**src/rtl/uart_frame_pkg.sv**
```systemverilog
// Shared types and constants for the UART frame controller.
package uart_frame_pkg;

  typedef enum logic [2:0] {
    IDLE,
    CMD,
    LEN,
    DATA,
    CSUM,
    HOLD
  } state_e;

  localparam logic [7:0] SYNC_BYTE_DEFAULT = 8'hA5;

  typedef enum logic [1:0] {
    ERR_NONE,
    ERR_LEN,
    ERR_CSUM,
    ERR_TMO
  } err_e;

endpackage

```
**src/rtl/uart_frame_timer.sv**
```systemverilog
// Inter-byte timeout counter; used by uart_frame_ctrl only when UART_FRAME_TIMEOUT_EN is defined.
module uart_frame_timer #(
  parameter int unsigned TIMEOUT_CYCLES = 100000
) (
  input  logic clk,
  input  logic rst_n,
  input  logic i_clear,
  input  logic i_enable,
  output logic o_expired
);

  localparam int unsigned CW = (TIMEOUT_CYCLES > 2) ? $clog2(TIMEOUT_CYCLES) : 1;
  localparam logic [CW-1:0] LAST = CW'(TIMEOUT_CYCLES - 1);

  logic [CW-1:0] cnt_q, cnt_d;

  // Counter parks at LAST so a late clear can never see a wrapped value.
  always_comb begin
    cnt_d = cnt_q;
    if (i_clear) begin
      cnt_d = '0;
    end else if (i_enable && (cnt_q != LAST)) begin
      cnt_d = cnt_q + CW'(1);
    end
  end

  always_ff @(posedge clk or negedge rst_n) begin
    if (!rst_n) begin
      cnt_q <= '0;
    end else begin
      cnt_q <= cnt_d;
    end
  end

  assign o_expired = !i_clear && i_enable && (cnt_q == LAST);

endmodule

```
**src/rtl/uart_frame_ctrl.sv**
```systemverilog
// Frames the UART RX byte stream (SYNC CMD LEN PAYLOAD CSUM) into valid/ready commands.
// Optional inter-byte timeout enabled by defining UART_FRAME_TIMEOUT_EN.
module uart_frame_ctrl
  import uart_frame_pkg::*;
#(
  parameter int unsigned MAX_LEN        = 8,
  parameter logic [7:0]  SYNC_BYTE      = SYNC_BYTE_DEFAULT,
  parameter int unsigned TIMEOUT_CYCLES = 100000
) (
  input  logic                   clk,
  input  logic                   rst_n,
  input  logic                   i_rx_dv,
  input  logic [7:0]             i_rx_byte,
  output logic                   o_cmd_valid,
  input  logic                   i_cmd_ready,
  output logic [7:0]             o_cmd,
  output logic [3:0]             o_len,
  output logic [8*MAX_LEN-1:0]   o_payload,
  output logic                   o_frame_err,
  output logic                   o_overrun,
  output logic                   o_busy
);

  if (MAX_LEN < 1 || MAX_LEN > 15 || TIMEOUT_CYCLES < 2) begin : g_param_check
    $error("uart_frame_ctrl: MAX_LEN must be 1..15 and TIMEOUT_CYCLES >= 2");
  end

  state_e               state_q, state_d;
  logic [7:0]           cmd_q, cmd_d;
  logic [3:0]           len_q, len_d;
  logic [3:0]           idx_q, idx_d;
  logic [7:0]           csum_q, csum_d;
  logic [8*MAX_LEN-1:0] payload_q, payload_d;
  logic                 valid_q, valid_d;
  logic                 busy_q, busy_d;
  logic                 ovr_q, ovr_d;
  err_e                 err_q, err_d;
  logic                 eval_idle;
  logic                 tmo_expired;

`ifdef UART_FRAME_TIMEOUT_EN
  logic tmo_clear;
  assign tmo_clear = i_rx_dv || (state_q == IDLE) || (state_q == HOLD);

  uart_frame_timer #(
    .TIMEOUT_CYCLES (TIMEOUT_CYCLES)
  ) u_timer (
    .clk       (clk),
    .rst_n     (rst_n),
    .i_clear   (tmo_clear),
    .i_enable  (!tmo_clear),
    .o_expired (tmo_expired)
  );
`else
  assign tmo_expired = 1'b0;
`endif

  // NOTE: every always_comb target gets a default first, so no path can infer a latch.
  always_comb begin
    state_d   = state_q;
    cmd_d     = cmd_q;
    len_d     = len_q;
    idx_d     = idx_q;
    csum_d    = csum_q;
    payload_d = payload_q;
    ovr_d     = 1'b0;
    err_d     = ERR_NONE;
    eval_idle = 1'b0;

    unique case (state_q)
      IDLE: eval_idle = i_rx_dv;
      CMD: begin
        if (i_rx_dv) begin
          cmd_d   = i_rx_byte;
          csum_d  = i_rx_byte;
          state_d = LEN;
        end else if (tmo_expired) begin
          err_d   = ERR_TMO;
          state_d = IDLE;
        end
      end
      LEN: begin
        if (i_rx_dv) begin
          if (i_rx_byte > 8'(MAX_LEN)) begin
            err_d   = ERR_LEN;
            state_d = IDLE;
          end else begin
            len_d   = i_rx_byte[3:0];
            csum_d  = csum_q ^ i_rx_byte;
            idx_d   = '0;
            state_d = (i_rx_byte == 8'd0) ? CSUM : DATA;
          end
        end else if (tmo_expired) begin
          err_d   = ERR_TMO;
          state_d = IDLE;
        end
      end
      DATA: begin
        if (i_rx_dv) begin
          for (int i = 0; i < MAX_LEN; i++) begin
            if (idx_q == 4'(i)) payload_d[8*i +: 8] = i_rx_byte;
          end
          csum_d = csum_q ^ i_rx_byte;
          idx_d  = idx_q + 4'd1;
          if (idx_q + 4'd1 == len_q) state_d = CSUM;
        end else if (tmo_expired) begin
          err_d   = ERR_TMO;
          state_d = IDLE;
        end
      end
      CSUM: begin
        if (i_rx_dv) begin
          if (i_rx_byte == csum_q) begin
            state_d = HOLD;
          end else begin
            err_d   = ERR_CSUM;
            state_d = IDLE;
          end
        end else if (tmo_expired) begin
          err_d   = ERR_TMO;
          state_d = IDLE;
        end
      end
      HOLD: begin
        // A byte arriving on the accept cycle belongs to the next frame.
        if (i_cmd_ready) begin
          state_d   = IDLE;
          eval_idle = i_rx_dv;
        end else if (i_rx_dv) begin
          ovr_d = 1'b1;
        end
      end
      default: state_d = IDLE;
    endcase

    if (eval_idle && (i_rx_byte == SYNC_BYTE)) begin
      state_d   = CMD;
      payload_d = '0;
      idx_d     = '0;
    end

    valid_d = (state_d == HOLD);
    busy_d  = (state_d != IDLE);
  end

  // NOTE: sequential state uses non-blocking assignments so all flops update together at the edge.
  // NOTE: the payload store is a handful of flops, so it is reset with everything else; a RAM would not be.
  always_ff @(posedge clk or negedge rst_n) begin
    if (!rst_n) begin
      state_q   <= IDLE;
      cmd_q     <= '0;
      len_q     <= '0;
      idx_q     <= '0;
      csum_q    <= '0;
      payload_q <= '0;
      valid_q   <= 1'b0;
      busy_q    <= 1'b0;
      ovr_q     <= 1'b0;
      err_q     <= ERR_NONE;
    end else begin
      state_q   <= state_d;
      cmd_q     <= cmd_d;
      len_q     <= len_d;
      idx_q     <= idx_d;
      csum_q    <= csum_d;
      payload_q <= payload_d;
      valid_q   <= valid_d;
      busy_q    <= busy_d;
      ovr_q     <= ovr_d;
      err_q     <= err_d;
    end
  end

  assign o_cmd_valid = valid_q;
  assign o_cmd       = cmd_q;
  assign o_len       = len_q;
  assign o_payload   = payload_q;
  assign o_frame_err = (err_q != ERR_NONE);
  assign o_overrun   = ovr_q;
  assign o_busy      = busy_q;

endmodule
```
**config.mk**
```make
export PLATFORM = sky130hd
export DESIGN_NAME = uart_frame_ctrl
export DESIGN_NICKNAME = d
export VERILOG_FILES = /design/src/rtl/uart_frame_pkg.sv /design/src/rtl/uart_frame_timer.sv /design/src/rtl/uart_frame_ctrl.sv
export SDC_FILE = /design/constraint.sdc
export NUM_CORES = 1
export LEC_CHECK = 0
export ABC_AREA = 1
export CORE_ASPECT_RATIO = 1.4
export CORE_MARGIN = 10
export CORE_UTILIZATION = 35
export DETAILED_ROUTE_END_ITERATION = 10
export GPL_TIMING_DRIVEN = 0
export SLEW_MARGIN = 40
export SYNTH_ARGS = -nofsm -noshare
export SYNTH_HDL_FRONTEND = slang
export SYNTH_SLANG_ARGS = --single-unit
```
**constraint.sdc**
```tcl
create_clock -name clk -period 1.58 [get_ports clk]
set_clock_uncertainty 0.1 [all_clocks]
set_input_delay 0.237 -clock clk [delete_from_list [all_inputs] [get_ports clk]]
set_output_delay 0.237 -clock clk [all_outputs]
set_load 0.01 [all_outputs]
```
* Word level (Yosys, flattened, before mapping) *
Index checks and enable logic that the tools add are counted.

cells by class
  add/subtract/negate cells = 1
  $lt $le $gt $ge = 1
  equality and inequality tests = 23
  mux-type cells = 42
  bitwise gates (word level) = 2
  reductions and logical operators = 30

operators with widths
  operator              count
  $mux W64              3
  $mux W8               12
  $mux W3               10
  $reduce_and A3 Y1     9
  $pmux W8 S3           1
  $reduce_bool A2 Y1    11
  $pmux W3 S6           1
  $eq A4 B3 Y1 const B  4
  $mux W4               4
  $eq A3 B3 Y1 const B  3
  $ne A3 B3 Y1 const B  3
  $reduce_bool A3 Y1    3
  $eq A4 B2 Y1 const B  2
  $eq A8 B8 Y1          1
  $eq A8 B8 Y1 const B  1
  $gt A8 B4 Y1 const B  1
  $logic_not A8 Y1      1
  $ne A2 B2 Y1 const B  4
  $pmux W4 S2           1
  $xor A8 B8 Y8         1
  $eq A3 B2 Y1 const B  2
  $mux W2               3
  $mux W1               5
  $reduce_and A5 Y1     1
  12 further kinds      12

word-level totals
  register bits after elaboration = 96
  output and inout port bits = 80

* Logic depth before layout (Yosys ltp) *
Gate-level depths: netlist of the first run.

  word-level depth = 7
  gate-level depth with buffers = 12
  gate-level depth less buffers = 12

* Worst setup path before layout of the first run *
OpenSTA, ideal clock, no wires.

  kind = reg2reg
  start = register idx_q[0]
  end = register busy_q, in the netlist o_busy
  setup time = 0.131 ns
  data arrival time = 1.506 ns
  required time = 1.349 ns
  setup slack = -0.156 ns
  stages on the path, launching flop included = 12
  buffers on the path = 0
  period minus slack after synthesis = 1.736 ns
  cell sequence = dfrtp_1 > inv_1 > ha_1 > inv_1 > or2_2 > nand3_1 > nor2_1 > nand2_1 > nand2_1 > nand2_1 > a21oi_1 > nand3_1

on the way
  word-level cells in the longest chain between the ends = 7

RTL lines
  what                    RTL line                source
  start, declared         uart_frame_ctrl.sv:31   logic [3:0] idx_q, idx_d;
  start signal, assigned  uart_frame_ctrl.sv:164  idx_q <= idx_d;
  $add A4 B1 Y4           uart_frame_ctrl.sv:105  if (idx_q + 4'd1 == len_q) state_d = CSUM;
  $eq A4 B4 Y1            uart_frame_ctrl.sv:105
  $mux W3                 uart_frame_ctrl.sv:105
  $mux W3                 uart_frame_ctrl.sv:99   if (i_rx_dv) begin
  $pmux W3 S6             uart_frame_ctrl.sv:70   unique case (state_q)
  $mux W3                 uart_frame_ctrl.sv:136  if (eval_idle && (i_rx_byte == SYNC_BYTE)) begin
  $reduce_bool A3 Y1      uart_frame_ctrl.sv:143  busy_d = (state_d != IDLE);
  named net busy_d        uart_frame_ctrl.sv:35   logic busy_q, busy_d;
  end signal, assigned    uart_frame_ctrl.sv:168  busy_q <= busy_d;
  end, declared           uart_frame_ctrl.sv:35

The timed path passes the listed nets, and every way through them passes these cells.
A chain may end at the register's enable or synchronous reset.

* Worst setup path after layout of the first run *
  start = register state_q[1]
  end = register payload_q[14], in the netlist o_payload[14]

on the way
  word-level cells in the longest chain between the ends = 5
  elaborated cells between the ends (all ways) = 10
  those cells by class = 2 x eq/ne; 2 x mux; 6 x reduce/logical

RTL lines
  what                                              RTL line                source
  start, declared                                   uart_frame_ctrl.sv:28   state_e state_q, state_d;
  start signal, assigned                            uart_frame_ctrl.sv:161  state_q <= state_d;
  $eq A3 B3 Y1 or $logic_not A3 Y1 (tied branches)  uart_frame_ctrl.sv:70
  $pmux W1 S2                                       uart_frame_ctrl.sv:70
  $logic_and A1 B1 Y1                               uart_frame_ctrl.sv:136
  $reduce_bool A2 Y1 (no source line)               --
  $reduce_and A3 Y1 (no source line)                --
  end signal, assigned                              uart_frame_ctrl.sv:166  payload_q <= payload_d;
  end, declared                                     uart_frame_ctrl.sv:33   logic [8*MAX_LEN-1:0] payload_q, payload_d;

Several ways; a longest one is shown, not always the timed one.

==> results of run 1 <==
-- path summary, 6_finish.rpt --
check	start	to	slack, ps	cells after the start
max	state_q[1]$_DFF_PN0_	o_payload[14]$_DFFE_PN0P_	-250	10
min	i_rx_byte[6]	o_cmd[6]$_DFFE_PN0P_	160	3
max reg2reg	state_q[1]$_DFF_PN0_	o_payload[14]$_DFFE_PN0P_	-250	10
min reg2reg	o_payload[46]$_DFFE_PN0P_	o_payload[46]$_DFFE_PN0P_	360	2
max in group asynchronous	rst_n	o_payload[11]$_DFFE_PN0P_	520	3
min in group asynchronous	rst_n	o_cmd[2]$_DFFE_PN0P_	280	2
-- synth_stat cells, drive strengths merged --
library cell	n
inv	37
ha	4
buf	11
a22oi	1
nand2	225
o21ai	34
a21oi	4
nor4	1
nor3	2
or2	2
dfrtp	96
nand4	4
clkbuf	7
nand3b	1
o211ai	8
nand3	81
a31oi	1
o31ai	1
nor2	23
-- state kept, by name, indices dropped and copies added, names as in the netlist --
signal / count
o_busy: 1
err_q: 2
state_q: 3
o_cmd: 8
idx_q: 4
o_cmd_valid: 1
csum_q: 8
o_overrun: 1
o_len: 4
o_payload: 64
-- layout by cell type (no fill, tap or decap), types with 2 or more instances in the layout --
| cell | instances |
|---|---|
| sky130_fd_sc_hd__clkinvlp_4 | 3 |
| sky130_fd_sc_hd__dlymetal6s2s_1 | 10 |
| sky130_fd_sc_hd__nand2_2 | 29 |
| sky130_fd_sc_hd__nand4_1 | 4 |
| sky130_fd_sc_hd__o21ai_1 | 14 |
| sky130_fd_sc_hd__o211ai_1 | 8 |
| sky130_fd_sc_hd__dlygate4sd2_1 | 76 |
| sky130_fd_sc_hd__nor2_1 | 11 |
| sky130_fd_sc_hd__ha_1 | 2 |
| sky130_fd_sc_hd__dfrtp_1 | 92 |
| sky130_fd_sc_hd__buf_8 | 2 |
| sky130_fd_sc_hd__buf_4 | 30 |
| sky130_fd_sc_hd__o21ai_0 | 11 |
| sky130_fd_sc_hd__dfrtp_2 | 4 |
| sky130_fd_sc_hd__inv_4 | 4 |
| sky130_fd_sc_hd__clkbuf_16 | 9 |
| sky130_fd_sc_hd__clkdlybuf4s50_1 | 2 |
| sky130_fd_sc_hd__nand3_2 | 22 |
| sky130_fd_sc_hd__buf_16 | 2 |
| sky130_fd_sc_hd__nand2_4 | 12 |
| sky130_fd_sc_hd__inv_1 | 21 |
| sky130_fd_sc_hd__nor2_4 | 10 |
| sky130_fd_sc_hd__clkbuf_1 | 7 |
| sky130_fd_sc_hd__buf_12 | 6 |
| sky130_fd_sc_hd__nand2_1 | 184 |
| sky130_fd_sc_hd__a21oi_2 | 3 |
| sky130_fd_sc_hd__nand3_1 | 58 |
| sky130_fd_sc_hd__buf_2 | 5 |
| sky130_fd_sc_hd__o21ai_4 | 12 |
| sky130_fd_sc_hd__buf_6 | 17 |
| sky130_fd_sc_hd__nor2_2 | 2 |
| sky130_fd_sc_hd__inv_2 | 11 |
-- routing by layer --
metal  share of wire (%)  vias up  track usage (%)
li1                    -     2071                -
met1                  38     2128             17.7
met2                  52      150             28.0
met3                 7.1       32             4.39
met4                 3.2        0             7.65
met5                   0        -                0
-- worst min-delay path, delay by kind of cell --
kind                   cells  cell delay [ps]
AOI/OAI and AO/OA          1               80
buffers and inverters      2              240
-- stage by stage --
| step | power (mW) | std cells | util [%] | hold WS (ps) |
|---|---|---|---|---|
| finish | 8.29 | 855 | 53.2 | 165 |
| global placement | 5.70 | 786 | 44.4 | 357 |
| floorplan | 4.66 | 543 | - | -159 |
| CTS | 7.93 | 840 | 50.4 | 217 |
| global route | 8.79 | 855 | 53.2 | 181 |
| detailed placement | 5.79 | 787 | 44.6 | 54.4 |
-- cell families after synthesis --
family,count (synthesis),share of synthesized area (%)
compound gates,49,8.12
simple gates,339,32.9
fa+ha+maj,4,1.10
buf+inv,55,5.21
flops,96,52.6
-- final cells by class --
class	instances	share of cell area, %
Timing Repair inverter	1	0.0917
Timing Repair Buffer	140	20.1
Clock inverter	3	0.294
Antenna cell	1	0.0367
Tap cell	153	2.81
Buffer	18	1.87
Sequential cell	96	35.3
Multi-Input combinational cell	395	33.7
Inverter	37	2.31
Clock buffer	11	3.56
-- report_power, final --
group          internal (mW)  total (mW)  switching, mW
registers               2.94        3.26          0.321
logic                   1.30        3.04           1.74
clock network           1.09        1.99          0.904
total                   5.33        8.29           2.96
-- repair_timing --
action | 4_1_cts | 5_1_grt
hold buffers | 1 | 0
endpoints found under the setup margin | 151 | 102
gates cloned | 5 | 1
gates resized for setup | 144 | 88
endpoints found under the hold margin | 43 | 0
pin swaps | 32 | 27
buffers inserted | 33 | 14
==> flow_summary.toml, run 1 <==
[timing]
setup_ws_ps = -248
timing.final.crit_period_ps = 1830
fin_tns_setup_ps = -14300
slew-limit-headroom_pct = 59.1
timing_hold_violations_final = 0
min_period_over_period_pct = 116
rsz0062_at_grt = "true"
worst_slew_pin_slew_ps = 613
setup-violations-final = 85
timing_max_transition_violations_final = 0
max_clock_freq_ghz = 0.547

[die]
fp.dieH_um = 155
initial_core_util_pct = 35.6
ioPinCount = 92
die_width_um = 117
core_region_area_um2 = 12800
rows = 49
total_die_area_um2 = 18100

[synth]
syn_inst = 543
netlist_top_cells_area = "sky130_fd_sc_hd__dfrtp_1 53%, sky130_fd_sc_hd__nand2_1 18%, sky130_fd_sc_hd__nand3_1 8.8%, sky130_fd_sc_hd__o21ai_0 2.9%, sky130_fd_sc_hd__o21ai_4 2.9%"
synthDistinctLibCells = 28
ys_ff_latch = 96
synth_area_per_inst_um2 = 8.40
syn-num-nets = 559
ys.warnings.count = 0
synth_area_leader_cell = "sky130_fd_sc_hd__dfrtp_1"
synth_top_area_share_pct = 52.6
sequential_fraction_of_the_synthesis_area_pct = 52.6
syn_area_um2 = 4560

[clocking]
cts_tree = "yes"
clock_sink_count = 96
cts.root.buffer_cell = "sky130_fd_sc_hd__clkbuf_16"
clkLatencyLatePin_ps = 340
clock_path_buffers = 2
clock_tree.htree_level_count = 3
cts.reportedPaths.clkPinSlew_ps = 60
cts_inserted_buffers = 9

[worst_setup_path]
crit_path_cell_trace = "inv_2 > buf_6 > nor2_4 > inv_2 > nor2_4 > inv_8 > o21ai_4 > nand2_4 > nand2_2 > nand2_1"
timing.critical_path.fanout_max = 8
crit_required_ps = 1710
crit_path_end_kind = "flop"
timing_worst_setup_path_type = "reg -> reg"
crit_arrival_ps = 1960
crit_family = "simple AND/OR/NAND/NOR gates"
setup.worst_path.start_class = "flop"
slowest_delay_ps = 390
worst_path_max_delay_cell = "sky130_fd_sc_hd__dfrtp_1"
cp_num_buf_inv = 4

[placement]
globalplace.congestion = 0.846
detailed_place_hpwl_mm = 10.0
dpl-instance-area_um2 = 5720
port_buffers = 90
dpl_worst_slack_ps = -748

[flow_run]
max-cap-violations = 0

[grt]
grt_start_max_net_pins = 54
number_of_global_route_vias_before_repair = 4553
grt_pass1_wl_mm = 23.2
grt_util_all_layers_pct = 16.2
grt_remaining_overflow = 0
grt_antenna_before_repair = 1

[drt]
route.detailed.vias_per_inst = 5.12
first_pass_iters = 5
number_of_design_rule_violations_left_after_detail_routing = 0
postRouteAntennaNets = 0
detail_route.iter0.violations = 244
detailroute.via_count = 4381
routed_wire_length_per_instance_um = 17.6
wl_mm = 15.1

[power_and_ir_drop]
power_density_nw_per_um2 = 1220
leakage_nw = 3.64
max-vdd-ir-drop_uv = 633

[hold_path]
hp-class = "in -> reg"

[status]
violations_in_the_final_reports = "negative setup slack"
outcome = "finished, violations left"

[finish]
drive_gt1_share_pct = 27.8
fillCellCount = 1136
layout.area.seq_um2 = 2410
multi_input_gate_area_in_the_final_layout_um2 = 2300
layout-area-overhead-vs-synth_pct = 49.5
stdcell_area_um2 = 6820
nets = 714
No activity file was read; power rests on OpenSTA's default activity.
==> run 2: changes to the inputs <==
Settings changed: CORE_MARGIN 10 to 4.
==> run 2 against run 1 <==
  * The run still ends with negative setup slack left
  * Final cell count shrank 2.0%
  * Flip-flop and latch count stayed put
  * Critical path depth is 2 lower
  * Clock power increased by 3%
  * Via count decreased by 3.2%
  * Sequential share of layout area up 1.6 points
  * Highest routed layer unchanged
  * Largest power group unchanged
==> flow_summary.toml, run 2 (synthesis results as in run 1) <==
[status]
outcome = "finished, violations left"
violations_in_the_final_reports = "negative setup slack"

[finish]
layout-area-overhead-vs-synth_pct = 42.7
fin_cells = 838
mostFrequentLayoutCells = "209 x sky130_fd_sc_hd__nand2_1, 93 x sky130_fd_sc_hd__dfrtp_1, 69 x sky130_fd_sc_hd__nand3_1, 61 x sky130_fd_sc_hd__dlygate4sd2_1, 26 x sky130_fd_sc_hd__buf_4"
drive_gt1_share_pct = 20.1
fillCellCount = 1205
nets = 698
number_of_diodes = 0
layout.cells.most_common = "sky130_fd_sc_hd__nand2_1"
largest_register_ff_count = 64
finalCoreUtilization_pct = 50.8

[worst_setup_path]
setup.worst_path.end = "o_payload[10]$_DFFE_PN0P_"
timing_worst_setup_path_type = "reg -> reg"
r2r_slack_ps = -160
r2r-start = "state_q[2]$_DFF_PN0_"
crit_required_ps = 1760
worst_r2r_endpoint = "o_payload[10]$_DFFE_PN0P_"
reg2regPathDepth = 8
timing.critical_path.fanout_max = 10
crit_arrival_ps = 1930
setup.worst_path.start_class = "flop"
crit_path_end_kind = "flop"
worstSetupStartpoint = "state_q[2]$_DFF_PN0_"

[drt]
wl_mm = 13.5
first_pass_iters = 5
detail_route.iter0.violations = 218
postRouteAntennaNets = 0
routed_wire_length_per_instance_um = 16.1
detailroute.via_count = 4241
number_of_design_rule_violations_left_after_detail_routing = 0
route.detailed.vias_per_inst = 5.06

[clocking]
clock_sink_count = 96
cts.reportedPaths.clkPinSlew_ps = 60
clock_path_buffers = 2
cts_inserted_buffers = 9
clkLatencyLatePin_ps = 340
clock_tree.htree_level_count = 3
cts_tree = "yes"
cts.root.buffer_cell = "sky130_fd_sc_hd__clkbuf_16"

[timing]
timing_hold_violations_final = 0
fin_tns_setup_ps = -8600
timing.final.crit_period_ps = 1740
max_clock_freq_ghz = 0.573
setup-violations-final = 75
rsz0062_at_grt = "true"
timing_max_transition_violations_final = 0
slew-limit-headroom_pct = 60.3
worst_slew_pin_slew_ps = 595
setup_ws_ps = -165
min_period_over_period_pct = 110

[power_and_ir_drop]
power.total_mw = 7.94
power_density_nw_per_um2 = 1220
max-vdd-ir-drop_uv = 671
leakage_nw = 3.68

[grt]
grt_remaining_overflow = 0
grt_util_all_layers_pct = 18.4
grt_antenna_before_repair = 0
number_of_global_route_vias_before_repair = 4163
grt_pass1_wl_mm = 21.7
grt_start_max_net_pins = 70

[flow_run]
max-cap-violations = 0

[hold_path]
hp-class = "in -> reg"

[placement]
detailed_place_hpwl_mm = 9.32
port_buffers = 90
globalplace.congestion = 0.834
dp_cells = 787
dpl_worst_slack_ps = -760

[die]
ioPinCount = 92
rows = 49
die_width_um = 105
core_region_area_um2 = 12800
total_die_area_um2 = 15000
fp.dieH_um = 143
initial_core_util_pct = 35.6
## run 2: cell types whose count changed in the layout (fill, tap and decap cells not counted), moves of 5 or more
cell                             change
sky130_fd_sc_hd__dlygate4sd2_1      -15
sky130_fd_sc_hd__nand3_1            +11
sky130_fd_sc_hd__nand2_2            -23
sky130_fd_sc_hd__o21ai_0             +5
sky130_fd_sc_hd__dlymetal6s2s_1     +14
sky130_fd_sc_hd__o21ai_1             -5
sky130_fd_sc_hd__buf_6               -8
sky130_fd_sc_hd__nand3_2            -10
sky130_fd_sc_hd__nand2_1            +25
## run 2: cell type report
cell class	count	area, um2	share of cell area (%)
Sequential cell	96	2410	36.9
Multi-Input combinational cell	394	2120	32.6
Timing Repair Buffer	127	1260	19.4
Clock buffer	12	256	3.94
Tap cell	153	191	2.94
Inverter	37	150	2.31
Buffer	17	109	1.67
Clock inverter	2	16.3	0.250
## run 2: metal layers
| metal | track usage [%] | vias to the layer above | wire, um |
|---|---|---|---|
| met5 | 0 | - | 0 |
| met4 | 7.49 | 0 | 308 |
| met3 | 2.67 | 25 | 594 |
| met2 | 33.3 | 139 | 7140 |
| met1 | 21.9 | 2042 | 5450 |
| li1 | - | 2035 | - |
## run 2: repair_timing
action | CTS | global route
endpoints found under the hold margin | 84 | 0
hold buffers | 1 | 0
setup buffers | 27 | 7
endpoints found under the setup margin | 138 | 111
pin swaps | 14 | 15
resized for setup | 102 | 59
cloned | 3 | 0
## run 2: critical path, cell delays in order, from the launching register on
cell and delay (ps):
sky130_fd_sc_hd__dfrtp_2 460, sky130_fd_sc_hd__nor2_4 160, sky130_fd_sc_hd__inv_2 80, sky130_fd_sc_hd__nor2_4 190, sky130_fd_sc_hd__inv_6 110, sky130_fd_sc_hd__o21ai_4 260, sky130_fd_sc_hd__buf_4 170, sky130_fd_sc_hd__nand3_1 60
sky130_fd_sc_hd__nand2_1 80
## run 2: worst min path at each step
stage	startpoint	endpoint	slack [ps]	cells past startpoint
2_1_floorplan	rst_n	csum_q[0]$_DFFE_PN0P_	-160	0
3_3_place_gp	o_payload[24]$_DFFE_PN0P_	o_payload[24]$_DFFE_PN0P_	360	2
3_5_place_dp	rst_n	o_cmd[6]$_DFFE_PN0P_	4	1
4_1_cts	i_rx_dv	o_overrun$_DFF_PN0_	210	3
5_1_grt	i_rx_byte[6]	o_cmd[6]$_DFFE_PN0P_	230	3
6_report	i_rx_byte[6]	o_cmd[6]$_DFFE_PN0P_	170	3
## run 2: power breakdown
group	internal [mW]	total (mW)	switching (mW)
clock	1.14	2.04	0.903
sequential	2.93	3.25	0.312
combinational	1.12	2.65	1.53
total	5.19	7.94	2.74
## run 2: per-stage QoR
step	instance area, um2	hold WS [ps]
after floorplan	4590	-159
after global placement	5680	357
after detailed placement	5720	3.91
after CTS	6290	206
after global routing	6510	225
final	6510	173
==> run 3: changes to the inputs <==
Settings changed: SLEW_MARGIN 40 to 20.
==> run 3 against run 2 <==
  * The run still ends with negative setup slack left
  * Hold slack worse by 8.2 ps
  * Sequential share of layout area down 0.28 points
  * Power increased by 1.5%
  * Global-route usage hardly changed
  * First-iteration DRC count rose by 4.6%
  * Cell area rose by 0.71%
  * Highest routed layer unchanged
  * Critical endpoint is now o_busy$_DFF_PN0_
==> flow_summary.toml, run 3 (synthesis results as in run 1) <==
[drt]
detailroute.via_count = 4190
number_of_design_rule_violations_left_after_detail_routing = 0
postRouteAntennaNets = 0
detail_route.iter0.violations = 228
route.detailed.vias_per_inst = 4.95
first_pass_iters = 5
routed_wire_length_per_instance_um = 16.2
wl_mm = 13.7

[placement]
port_buffers = 90
globalplace.congestion = 0.834
dp_cells = 787
detailed_place_hpwl_mm = 9.34

[clocking]
clock_path_buffers = 2
cts.root.buffer_cell = "sky130_fd_sc_hd__clkbuf_16"
clkLatencyLatePin_ps = 340
cts_tree = "yes"
cts.reportedPaths.clkPinSlew_ps = 70
cts_inserted_buffers = 9
clock_tree.htree_level_count = 3
clock_sink_count = 96

[hold_path]
hold_path.startpoint = "i_rx_byte[6]"
hp-class = "in -> reg"

[timing]
timing_hold_violations_final = 0
setup_ws_ps = -166
worst_slew_pin_slew_ps = 598
timing_max_transition_violations_final = 0
fin_tns_setup_ps = -8470
timing.final.crit_period_ps = 1750
min_period_over_period_pct = 110
rsz0062_at_grt = "true"
max_clock_freq_ghz = 0.573
setup-violations-final = 74
slew-limit-headroom_pct = 60.1

[grt]
grt_pass1_wl_mm = 21.7
grt_start_max_net_pins = 70
grt_util_all_layers_pct = 18.4
number_of_global_route_vias_before_repair = 4189
grt_remaining_overflow = 0
grt_antenna_before_repair = 0

[worst_setup_path]
crit_arrival_ps = 1860
crit_path_end_kind = "flop"
crit_required_ps = 1700
worst_path_max_delay_cell = "sky130_fd_sc_hd__dfrtp_2"
setup.worst_path.start_class = "flop"
worstSetupStartpoint = "idx_q[0]$_DFFE_PN0P_"
crit_path_cell_trace = "inv_4 > ha_4 > inv_2 > a21oi_2 > nand3_2 > nor2_2 > nand2_1 > nand2_2 > nand2_2 > a21oi_2 > nand3_1"
timing.critical_path.fanout_max = 4
cp_num_buf_inv = 2
timing_worst_setup_path_type = "reg -> reg"
crit_family = "simple AND/OR/NAND/NOR gates"
r2r-start = "idx_q[0]$_DFFE_PN0P_"
slowest_delay_ps = 440

[finish]
number_of_diodes = 0
layout-area-overhead-vs-synth_pct = 43.7
mostFrequentLayoutCells = "207 x sky130_fd_sc_hd__nand2_1, 94 x sky130_fd_sc_hd__dfrtp_1, 65 x sky130_fd_sc_hd__nand3_1, 64 x sky130_fd_sc_hd__dlygate4sd2_1, 35 x sky130_fd_sc_hd__buf_4"
largest_register_ff_count = 64
drive_gt1_share_pct = 21.6
layout.cells.most_common = "sky130_fd_sc_hd__nand2_1"
fillCellCount = 1184
nets = 704
fin_cells = 846

[die]
core_region_area_um2 = 12800
rows = 49
initial_core_util_pct = 35.6
ioPinCount = 92
total_die_area_um2 = 15000
die_width_um = 105
fp.dieH_um = 143

[power_and_ir_drop]
power_density_nw_per_um2 = 1230
leakage_nw = 3.72
max-vdd-ir-drop_uv = 746

[status]
violations_in_the_final_reports = "negative setup slack"
outcome = "finished, violations left"

[flow_run]
max-cap-violations = 0
run 3: changes by cell type in the layout (fill, tap and decap cells not counted), sizes merged:
cell / change
buf: +6
dlygate4sd2: +3
clkdlybuf4s50: -2
clkinv: +2
clkinvlp: -1
dlymetal6s2s: -1
inv: +1
run 3: report_power, final:
part | total [mW] | switching [mW] | internal, mW | leakage, nW
logic | 2.71 | 1.55 | 1.16 | 2.34
clock network | 2.10 | 0.942 | 1.16 | 0.143
registers | 3.25 | 0.317 | 2.93 | 1.24
run 3: area by class of cell:
cell class	instances	area, um2	share of cell area (%)
multi-input combinational	394	2140	32.6
sequential	96	2400	36.7
buffer	17	109	1.66
inverter	37	150	2.29
timing repair buffer	133	1280	19.6
tap	153	191	2.92
clock inverter	4	27.5	0.420
clock buffer	12	256	3.91
run 3: through the flow:
| step | total power, mW | util, % | area (um2) | hold slack, ps | setup slack, ps |
|---|---|---|---|---|---|
| finish | 8.06 | 51.2 | 6560 | 164 | -166 |
| global route | 8.58 | 51.2 | 6560 | 205 | -304 |
| CTS | 7.87 | 49.0 | 6280 | 207 | -158 |
| detailed placement | 5.74 | 44.6 | 5710 | 28.7 | -761 |
| global placement | 5.68 | 44.4 | 5680 | 357 | -3420 |
| floorplan | 4.66 | - | 4590 | -159 | -60.6 |
run 3: tightest hold or removal path, delay by kind of cell:
kind,cells,cell delay [ps]
AO/OA/AOI/OAI,1,90
buffers and inverters,2,230
run 3: repair_timing:
item                       CTS  global route
buffers inserted            27            13
hold buffers                 1             0
hold endpoints to repair    27             0
setup endpoints to repair  140           112
gates resized for setup    103            63
cloned                       2             1
pin swaps                   11            11
run 3: worst paths after layout:
| kind | end | slack (ps) | depth (start not counted) |
|---|---|---|---|
| min in group asynchronous | o_cmd[6]$_DFFE_PN0P_ | 220 | 2 |
| setup / recovery | o_busy$_DFF_PN0_ | -170 | 11 |
| max in group asynchronous | csum_q[0]$_DFFE_PN0P_ | 510 | 3 |
| setup reg to reg | o_busy$_DFF_PN0_ | -170 | 11 |
| hold / removal | o_cmd[6]$_DFFE_PN0P_ | 160 | 3 |
| hold reg to reg | o_payload[35]$_DFFE_PN0P_ | 370 | 2 |
run 3: per-layer routing:
layer | part of all wire, % | wire length (um) | GRT usage [%] | vias to the layer above
met4 | 2.8 | 386 | 7.42 | 0
met1 | 41 | 5620 | 22.1 | 2002
met2 | 52 | 7120 | 32.6 | 114
met3 | 4.0 | 548 | 3.12 | 24
li1 | - | - | - | 2050
met5 | 0 | 0 | 0 | -
